===== src/rtl/alu_seq_pkg.sv =====
// Shared widths, command payload and FSM state encoding for the ALU sequencer.
package alu_seq_pkg;

  localparam int unsigned OPCODE_W = 4;
  localparam int unsigned OPND_W   = 3;
  localparam int unsigned RESULT_W = 6;
  localparam int unsigned CMD_W    = OPCODE_W + 2 * OPND_W;

  localparam logic [OPCODE_W-1:0] OPCODE_MAX = 4'b1100;

  typedef enum logic [1:0] {
    IDLE = 2'd0,
    EXEC = 2'd1,
    RESP = 2'd2
  } state_t;

  typedef struct packed {
    logic [OPCODE_W-1:0] opcode;
    logic [OPND_W-1:0]   a;
    logic [OPND_W-1:0]   b;
  } cmd_t;

  // Opcodes above OPCODE_MAX are reserved and must never reach the ALU.
  function automatic logic op_illegal(input logic [OPCODE_W-1:0] op);
    return op > OPCODE_MAX;
  endfunction

endpackage


===== src/rtl/alu_sequencer_if.sv =====
// Command push port and tagged result port of the ALU sequencer.
interface alu_sequencer_if;
  import alu_seq_pkg::*;

  logic                in_valid;
  logic                in_ready;
  logic [OPCODE_W-1:0] in_opcode;
  logic [OPND_W-1:0]   in_a;
  logic [OPND_W-1:0]   in_b;

  logic                out_valid;
  logic                out_ready;
  logic [RESULT_W-1:0] out_result;
  logic [OPCODE_W-1:0] out_opcode;

  modport slave (
    input  in_valid, in_opcode, in_a, in_b, out_ready,
    output in_ready, out_valid, out_result, out_opcode
  );

  modport master (
    output in_valid, in_opcode, in_a, in_b, out_ready,
    input  in_ready, out_valid, out_result, out_opcode
  );

endinterface


===== src/rtl/alu_seq_fifo.sv =====
// Command FIFO: power-of-two depth, wrap-bit pointers, no push-to-pop bypass.
module alu_seq_fifo #(
  parameter int unsigned DEPTH = 4,
  parameter int unsigned WIDTH = 10
) (
  input  logic             clk,
  input  logic             rst,
  input  logic             push,
  input  logic             pop,
  input  logic [WIDTH-1:0] wdata,
  output logic [WIDTH-1:0] rdata,
  output logic             full,
  output logic             empty
);

  localparam int unsigned AW = (DEPTH > 1) ? $clog2(DEPTH) : 1;

  logic [WIDTH-1:0] mem [DEPTH];
  logic [AW:0]      wr_ptr;
  logic [AW:0]      rd_ptr;
  logic             do_push;
  logic             do_pop;

  assign do_push = push && !full;
  assign do_pop  = pop && !empty;

  // Extra MSB distinguishes full from empty when the address bits match.
  assign empty = (wr_ptr == rd_ptr);
  assign full  = (wr_ptr[AW] != rd_ptr[AW]) && (wr_ptr[AW-1:0] == rd_ptr[AW-1:0]);
  assign rdata = mem[rd_ptr[AW-1:0]];

  always_ff @(posedge clk or posedge rst) begin
    if (rst) begin
      wr_ptr <= '0;
      rd_ptr <= '0;
    end else begin
      if (do_push) wr_ptr <= wr_ptr + (AW+1)'(1);
      if (do_pop)  rd_ptr <= rd_ptr + (AW+1)'(1);
    end
  end

  always_ff @(posedge clk) begin
    if (do_push) mem[wr_ptr[AW-1:0]] <= wdata;
  end

endmodule


===== src/rtl/alu_sequencer.sv =====
// Issues queued ALU commands one at a time and returns opcode-tagged results in order.
// Optional reserved-opcode filtering is enabled by defining ALU_SEQUENCER_OPCHK_EN.
module alu_sequencer
  import alu_seq_pkg::*;
#(
  parameter int unsigned DEPTH   = 4,
  parameter int unsigned ALU_LAT = 1
) (
  input  logic                clk,
  input  logic                rst,
  alu_sequencer_if.slave      bus,
  output logic [OPCODE_W-1:0] alu_opcode,
  output logic [OPND_W-1:0]   alu_a,
  output logic [OPND_W-1:0]   alu_b,
  input  logic [RESULT_W-1:0] alu_result,
  output logic                busy,
  output logic                err_illegal
);

  localparam int unsigned CNT_W = $clog2(ALU_LAT + 1);

  state_t              state_q, state_d;
  logic [CNT_W-1:0]    cnt_q, cnt_d;
  cmd_t                issue_q, issue_d;
  logic                out_valid_q, out_valid_d;
  logic [RESULT_W-1:0] out_result_q, out_result_d;
  logic [OPCODE_W-1:0] out_opcode_q, out_opcode_d;

  cmd_t                wcmd;
  logic [CMD_W-1:0]    fifo_rdata;
  cmd_t                head;
  logic                fifo_full;
  logic                fifo_empty;
  logic                fifo_pop;
  logic                try_issue;

  assign wcmd = '{opcode: bus.in_opcode, a: bus.in_a, b: bus.in_b};
  assign head = fifo_rdata;

  alu_seq_fifo #(
    .DEPTH (DEPTH),
    .WIDTH (CMD_W)
  ) u_fifo (
    .clk   (clk),
    .rst   (rst),
    .push  (bus.in_valid),
    .pop   (fifo_pop),
    .wdata (wcmd),
    .rdata (fifo_rdata),
    .full  (fifo_full),
    .empty (fifo_empty)
  );

`ifdef ALU_SEQUENCER_OPCHK_EN
  logic err_q, err_d;
`endif

  // Next-state, issue and result-capture logic.
  always_comb begin
    state_d      = state_q;
    cnt_d        = cnt_q;
    issue_d      = issue_q;
    out_valid_d  = out_valid_q;
    out_result_d = out_result_q;
    out_opcode_d = out_opcode_q;
    fifo_pop     = 1'b0;
    try_issue    = 1'b0;
`ifdef ALU_SEQUENCER_OPCHK_EN
    err_d        = 1'b0;
`endif

    case (state_q)
      IDLE: begin
        if (!fifo_empty) try_issue = 1'b1;
      end
      EXEC: begin
        // Counter reaching zero means ALU_LAT cycles have elapsed since alu_* changed.
        if (cnt_q == '0) begin
          out_valid_d  = 1'b1;
          out_result_d = alu_result;
          out_opcode_d = issue_q.opcode;
          state_d      = RESP;
        end else begin
          cnt_d = cnt_q - CNT_W'(1);
        end
      end
      RESP: begin
        if (out_valid_q && bus.out_ready) begin
          out_valid_d = 1'b0;
          state_d     = IDLE;
          if (!fifo_empty) try_issue = 1'b1;
        end
      end
      default: state_d = IDLE;
    endcase

    if (try_issue) begin
      fifo_pop = 1'b1;
`ifdef ALU_SEQUENCER_OPCHK_EN
      // Reserved opcodes are consumed without touching the ALU operands.
      if (op_illegal(head.opcode)) begin
        err_d   = 1'b1;
        state_d = IDLE;
      end else begin
        issue_d = head;
        cnt_d   = CNT_W'(ALU_LAT);
        state_d = EXEC;
      end
`else
      issue_d = head;
      cnt_d   = CNT_W'(ALU_LAT);
      state_d = EXEC;
`endif
    end
  end

  always_ff @(posedge clk or posedge rst) begin
    if (rst) begin
      state_q      <= IDLE;
      cnt_q        <= '0;
      issue_q      <= '0;
      out_valid_q  <= 1'b0;
      out_result_q <= '0;
      out_opcode_q <= '0;
    end else begin
      state_q      <= state_d;
      cnt_q        <= cnt_d;
      issue_q      <= issue_d;
      out_valid_q  <= out_valid_d;
      out_result_q <= out_result_d;
      out_opcode_q <= out_opcode_d;
    end
  end

`ifdef ALU_SEQUENCER_OPCHK_EN
  always_ff @(posedge clk or posedge rst) begin
    if (rst) err_q <= 1'b0;
    else     err_q <= err_d;
  end
  assign err_illegal = err_q;
`else
  assign err_illegal = 1'b0;
`endif

  assign alu_opcode     = issue_q.opcode;
  assign alu_a          = issue_q.a;
  assign alu_b          = issue_q.b;
  assign bus.in_ready   = !fifo_full;
  assign bus.out_valid  = out_valid_q;
  assign bus.out_result = out_result_q;
  assign bus.out_opcode = out_opcode_q;
  assign busy           = (state_q != IDLE) || !fifo_empty;

endmodule


===== src/flat_wrapper.sv =====
// flat-port wrapper written by rule: the top's interface ports become plain ports
module alu_sequencer_flat import alu_seq_pkg::*;
#(
  parameter int unsigned DEPTH   = 4,
  parameter int unsigned ALU_LAT = 1
)
  (clk, rst, alu_opcode, alu_a, alu_b, alu_result, busy, err_illegal, bus_in_valid, bus_in_opcode, bus_in_a, bus_in_b, bus_out_ready, bus_in_ready, bus_out_valid, bus_out_result, bus_out_opcode);
  alu_sequencer_if bus_i ();
  input  logic clk;
  input  logic rst;
  output logic [OPCODE_W-1:0] alu_opcode;
  output logic [OPND_W-1:0] alu_a;
  output logic [OPND_W-1:0] alu_b;
  input  logic [RESULT_W-1:0] alu_result;
  output logic busy;
  output logic err_illegal;
  input wire logic [$bits(bus_i.in_valid)-1:0] bus_in_valid;
  input wire logic [$bits(bus_i.in_opcode)-1:0] bus_in_opcode;
  input wire logic [$bits(bus_i.in_a)-1:0] bus_in_a;
  input wire logic [$bits(bus_i.in_b)-1:0] bus_in_b;
  input wire logic [$bits(bus_i.out_ready)-1:0] bus_out_ready;
  output wire logic [$bits(bus_i.in_ready)-1:0] bus_in_ready;
  output wire logic [$bits(bus_i.out_valid)-1:0] bus_out_valid;
  output wire logic [$bits(bus_i.out_result)-1:0] bus_out_result;
  output wire logic [$bits(bus_i.out_opcode)-1:0] bus_out_opcode;
  assign bus_i.in_valid = bus_in_valid;
  assign bus_i.in_opcode = bus_in_opcode;
  assign bus_i.in_a = bus_in_a;
  assign bus_i.in_b = bus_in_b;
  assign bus_i.out_ready = bus_out_ready;
  assign bus_in_ready = bus_i.in_ready;
  assign bus_out_valid = bus_i.out_valid;
  assign bus_out_result = bus_i.out_result;
  assign bus_out_opcode = bus_i.out_opcode;
  alu_sequencer #(.DEPTH(DEPTH), .ALU_LAT(ALU_LAT)) u_core (.clk(clk), .rst(rst), .bus(bus_i), .alu_opcode(alu_opcode), .alu_a(alu_a), .alu_b(alu_b), .alu_result(alu_result), .busy(busy), .err_illegal(err_illegal));
endmodule

===== config.mk =====
export PLATFORM = sky130hd
export DESIGN_NAME = alu_sequencer_flat
export DESIGN_NICKNAME = d
export VERILOG_FILES = /design/src/rtl/alu_seq_pkg.sv /design/src/rtl/alu_sequencer_if.sv /design/src/rtl/alu_seq_fifo.sv /design/src/rtl/alu_sequencer.sv /design/src/flat_wrapper.sv
export SDC_FILE = /design/constraint.sdc
export NUM_CORES = 1
export LEC_CHECK = 0
export CORE_UTILIZATION = 45
export CTS_CLUSTER_DIAMETER = 80
export DETAILED_ROUTE_END_ITERATION = 7
export HOLD_SLACK_MARGIN = 0.1
export PLACE_DENSITY_LB_ADDON = 0.12
export SLEW_MARGIN = 20
export SYNTH_ARGS = -nofsm -noshare
export SYNTH_HDL_FRONTEND = slang
export SYNTH_SLANG_ARGS = --single-unit
export TNS_END_PERCENT = 10

===== constraint.sdc =====
create_clock -name clk -period 1.83 [get_ports clk]
set_clock_uncertainty 0.1 [all_clocks]
set_input_delay 0.366 -clock clk [delete_from_list [all_inputs] [get_ports clk]]
set_output_delay 0.366 -clock clk [all_outputs]
set_load 0.01 [all_outputs]

# Word level (Yosys, flattened, before mapping)
# Memory sizes are Yosys's and may differ from the RTL's. A register that Yosys moved wholly into a read port is not among the register bits.
# Index checks and enable logic that the tools add are counted.
[op_classes]
addsub = 3
eq_ne = 10
muxes = 16
bitwise = 1
n_reduce_logical = 14
[ops]
columns = ["cell", "count"]
rows = [
  ["two-way mux 1 bit", 10],
  ["adder 3 x 1 -> 3 bit, second input constant", 2],
  ["two-way mux 2 bit", 3],
  ["one-hot mux 2 bit (3 select lines)", 1],
  ["AND reduction 3 bit", 2],
  ["nonzero test 2 bit", 3],
  ["logical AND 1 bit", 4],
  ["inequality test 2 x 1 -> 1 bit, second input constant", 2],
  ["one-hot mux 1 bit (2 select lines)", 2],
  ["== test 3 bit", 1],
  ["inequality test 3 x 1 -> 1 bit, second input constant", 1],
  ["inequality test 3 bit, second input constant", 1],
  ["== test 2 x 1 -> 1 bit, second input constant", 1],
  ["== test 2 bit", 1],
  ["== test 2 bit, second input constant", 1],
  ["logical NOT 1 bit", 2],
  ["logical NOT 2 bit", 1],
  ["inequality test 2 bit, second input constant", 1],
  ["AND reduction 2 bit", 1],
  ["logical OR 1 bit", 1],
  ["inequality test 1 bit", 1],
  ["NOT 1 bit", 1],
  ["subtractor 1 bit, second input constant", 1],
]
[totals]
reg_bits = 20
ram_bits = 40
in_bits = 20
out_inout_bits = 24
word_cells = 52
memories = 1
[memory_table]
columns = ["memory", "words", "word_bits", "rd", "rd_clocked_by_memory_dff", "wr", "line_no", "text"]
rows = [
  ["u_core.u_fifo.mem", 4, 10, 1, 1, 1, "alu_seq_fifo.sv:18", "logic [WIDTH-1:0] mem [DEPTH];"],
]

# Logic depth before layout (Yosys ltp)
[logic_depth]
depth_word = 6
mapped_depth = 6
mapped_depth_nobuf = 5

# Modules after synthesis
# From an unflattened synthesis, not the netlist that was laid out.
[hier_totals]
hier_cells = 166
hier_area_um2 = 2961.6
[modules_own_cells]
columns = ["mod", "instances", "cells_each", "area_per_inst_um2", "seq_area_each_um2"]
rows = [
  ["alu_seq_fifo", 1, 102, 1964.4, 1351.3],
  ["alu_sequencer", 1, 64, 997.2, 600.6],
]

# Least setup slack after synthesis
# Ideal clock, no wire load.
[synth_timing]
path_type = "register to register"
from = "register u_core.u_fifo.rd_ptr[0]"
to = "memory u_core.u_fifo.mem[3][0] (enable)"
setup_ps = 387
arrival_ps = 1387
t_required_ps = 1343
slack_ps = -44
stages_incl_launch_ff = 3
path_buffers = 0
period_less_slack_ps = 1874
path_cell_list = "dfrtp_1 -> xnor2_2 -> a31oi_1"
[synth_via]
elab_chain_len = 6
[synth_rtl]
columns = ["item", "line_no", "text"]
rows = [
  ["start, declared", "alu_seq_fifo.sv:20", "logic [AW:0] rd_ptr;"],
  ["start signal, assigned", "alu_seq_fifo.sv:38", "if (do_pop) rd_ptr <= rd_ptr + (AW+1)'(1);"],
  ["== test 2 bit", "alu_seq_fifo.sv:29", "assign full = (wr_ptr[AW] != rd_ptr[AW]) && (wr_ptr[AW-1:0] == rd_ptr[AW-1:0]);"],
  ["logical AND 1 bit", "alu_seq_fifo.sv:29", ""],
  ["logical NOT 1 bit", "alu_seq_fifo.sv:24", "assign do_push = push && !full;"],
  ["logical AND 1 bit", "alu_seq_fifo.sv:24", ""],
  ["two-way mux 1 bit", "alu_seq_fifo.sv:43", "if (do_push) mem[wr_ptr[AW-1:0]] <= wdata;"],
  ["two-way mux 1 bit (implied by the code)", "alu_seq_fifo.sv:43", ""],
  ["end, declared", "alu_seq_fifo.sv:18", ""],
]
# No other way between the ends.

# Final worst setup path
[layout_timing]
from = "register u_core.u_fifo.wr_ptr[2]"
to = "output port bus_in_ready"
[layout_via]
elab_chain_len = 3
[layout_rtl]
columns = ["item", "line_no", "text"]
rows = [
  ["start, declared", "alu_seq_fifo.sv:19", "logic [AW:0] wr_ptr;"],
  ["start signal, assigned", "alu_seq_fifo.sv:37", "if (do_push) wr_ptr <= wr_ptr + (AW+1)'(1);"],
  ["inequality test 1 bit", "alu_seq_fifo.sv:29", ""],
  ["logical AND 1 bit", "alu_seq_fifo.sv:29", ""],
  ["logical NOT 1 bit", "alu_sequencer.sv:148", "assign bus.in_ready = !fifo_full;"],
  ["end, declared", "flat_wrapper.sv:22", "output wire logic [$bits(bus_i.in_ready)-1:0] bus_in_ready;"],
]
# No other way between the ends.

==> impl_metrics.csv <==
group,metric,value,unit
final_layout,fillCellCount,473,
clock_network,clk-insertion-delay-late,330,ps
yosys,postSynthAreaPerCell,18.5,um^2
timing,min_period,1800,ps
die,die_h,82.9,um
die,rows,29,
die,die_area,6860,um^2
routing,antenna_left,0,
place,portBuffers,42,
worst_setup_path,cp_data_arrival_time,1330,ps
grt,track_usage,17.2,%
clock_network,cts_buffer_depth,2,
worst_setup_path,crit_type,"flip-flop to output pin",
final_layout,areaGrowthSynthToFinish,34.4,%
clock_network,cts_tree,"built",
routing,wl,5270,um
timing,holdWs,304,ps
timing,setup_viol,0,
place,dpl_worst_slack,-166,ps
worst_hold_path,hp-class,"primary input to asynchronous set/reset pin",
final_layout,multi_input_area,971,um^2
yosys,synth_nets,188,
grt,grt_pass1_vias,1732,
pwr,p_leak,1.54,nW
grt,grt_antenna_before_repair,0,
grt,grt_max_degree,31,
clock_network,htreeDepth,3,
grt,global_route.usage.met2,29.4,%
final_layout,layout.nets,262,
routing,drtIter0Drc,86,
clock_network,clk_pin_slew_worst_paths,80,ps
timing,fmax,0.557,GHz
timing,fin_crit_sh,98.2,%
routing,vias,1595,
grt,met1_usage,21.2,%
final_layout,layout_common_cells,"40 x clkdlybuf4s50_1, 40 x edfxtp_1, 25 x dfrtp_1",
worst_setup_path,end_kind,"output pin",
clock_network,cts_sinks,70,
clock_network,cts_made_buffers,9,
die,start_util,46.6,%
pwr,p_per_area,1930,nW/um^2
final_layout,antenna_cells,0,
clock_network,cts_root_buf,"clkbuf_8",
routing,drtPass1Iterations,4,
routing,wl_per_cell,16.7,um
yosys,netlist_area,2940,um^2
pwr,ir_drop,898,uV
final_layout,drive_above_1_share,37.4,%
run_status,status,"completed",
place,dp_hpwl,3630,um
die,die-width,82.9,um
yosys,ys_seq_area_share,66.4,%
worst_setup_path,cp_max_fo,3,
yosys,yosysWarnings,0,
grt,grt-ovfl-total,0,
routing,drc,0,
final_layout,final_util,62.6,%
place,globalplace.congestion,0.789,
timing,finalHoldViolCount,0,
routing,vias_per_cell,5.06,
yosys,ys_seq_elements,70,
yosys,ys_types,36,
timing,setup_ws,33.6,ps
die,io_pins,44,
worst_setup_path,critPathLaunchType,"flip-flop",
grt,grt-busiest-layer,"met2",
timing,setup_tns,0,ps
yosys,syn_inst,159,
final_layout,register_area,1960,um^2
worst_setup_path,crit_required,1360,ps
timing,slew_viol_final,0,
die,core_area,6310,um^2
grt,grt_pass1_wl,8880,um
grt,met3_usage,4.27,%
run,maxCapViolCount,0,
timing,rsz0062_at_grt,"true",
[final timing paths]
path / slack (ps) / from / endpoint / depth (start not counted)
max in group asynchronous: 1010 / rst / u_core.u_fifo.rd_ptr[2] / 3
hold / removal: 300 / rst / u_core.alu_b[2] / 3
setup reg to reg: 30 / u_core.u_fifo.wr_ptr[1] / u_core.alu_b[0] / 6
setup / recovery: 30 / u_core.u_fifo.wr_ptr[2] / bus_in_ready / 3
min in group clk: 410 / u_core.bus.out_opcode[1] / u_core.bus.out_opcode[1] / 1
hold reg to reg: 410 / u_core.bus.out_opcode[1] / u_core.bus.out_opcode[1] / 1
[cells in the mapped netlist, drive strengths merged]
master	instances	area share [%]
a21boi	1	0.26
a21o	1	0.26
a21oi	1	0.17
a311o	1	0.34
a311oi	1	0.30
a31o	1	0.30
a31oi	4	1.6
a32oi	1	0.30
and2	4	0.85
buf	4	1.1
conb	1	0.13
dfrtp	30	26
edfxtp	40	41
ha	9	3.8
inv	9	1.1
mux2	22	9.6
mux4	10	7.9
nand2	3	0.38
nand3	2	0.34
nand4	1	0.21
nor2	1	0.21
o21ai	1	0.17
o221ai	1	0.30
o2bb2ai	1	0.30
or3	1	0.21
xnor2	5	2.6
xor2	3	0.89
[repair_timing]
action	CTS	global route
hold buffers	0	0
gates resized for setup	14	6
pin swaps	5	0
endpoints found under the setup margin	2	33
setup buffers	3	0
[critical path: stages (launching register included)]
cell             delay, ps
dfrtp_2                460
xor2_2                 200
nand3_1                 90
clkdlybuf4s15_1        240
[cell families after synthesis]
| family | synth area share, % |
|---|---|
| other | 0.127 |
| multiplexers | 17.5 |
| AO/OA/AOI/OAI | 4.25 |
| adder cells (fa/ha/maj) | 3.83 |
| XOR/XNOR | 3.53 |
| buffers and inverters | 2.21 |
| AND/OR/NAND/NOR | 2.21 |
| flip-flops | 66.4 |
[per-stage QoR]
| stage | power (W) | instances | cell area (um^2) |
|---|---|---|---|
| finish | 0.00763 | 315 | 3950 |
| global route | 0.00808 | 315 | 3950 |
| CTS | 0.00764 | 315 | 3930 |
| detailed placement | 0.00605 | 296 | 3650 |
| global placement | 0.00590 | 296 | 3650 |
| floorplan | 0.00459 | 159 | 2950 |
[where the power goes]
part | switching [W] | leakage (nW) | internal [W] | total, W
clock | 0.000571 | 0.119 | 0.000884 | 0.00146
sequential | 0.000328 | 0.714 | 0.00227 | 0.00259
combinational | 0.00147 | 0.708 | 0.00211 | 0.00358
[registers in the layout (all words and copies together), names as in the netlist]
register               cells
u_core.alu_opcode          4
u_core.bus.out_result      6
u_core.alu_b               3
u_core.u_fifo.mem         40
u_core.state_q             2
u_core.bus.out_opcode      4
u_core.u_fifo.wr_ptr       3
u_core.bus.out_valid       1
u_core.u_fifo.rd_ptr       3
u_core.cnt_q               1
u_core.alu_a               3
[final cells by class]
type / count / share of cell area, %
flip-flops and latches: 70 / 49.5
well taps: 77 / 2.44
clock inverters: 4 / 1.93
multi-input cells: 76 / 24.6
inverters: 9 / 0.854
clock buffers: 12 / 4.18
repair buffers: 67 / 16.5
[per-layer routing]
layer / vias to the layer above / routed length [um] / share of wire (%)
li1: 748 / - / -
met2: 37 / 2770 / 52
met1: 803 / 2270 / 43
met4: 0 / 54 / 1.0
met3: 7 / 174 / 3.3
met5: - / 0 / 0
No activity file was read; power rests on OpenSTA's default activity.
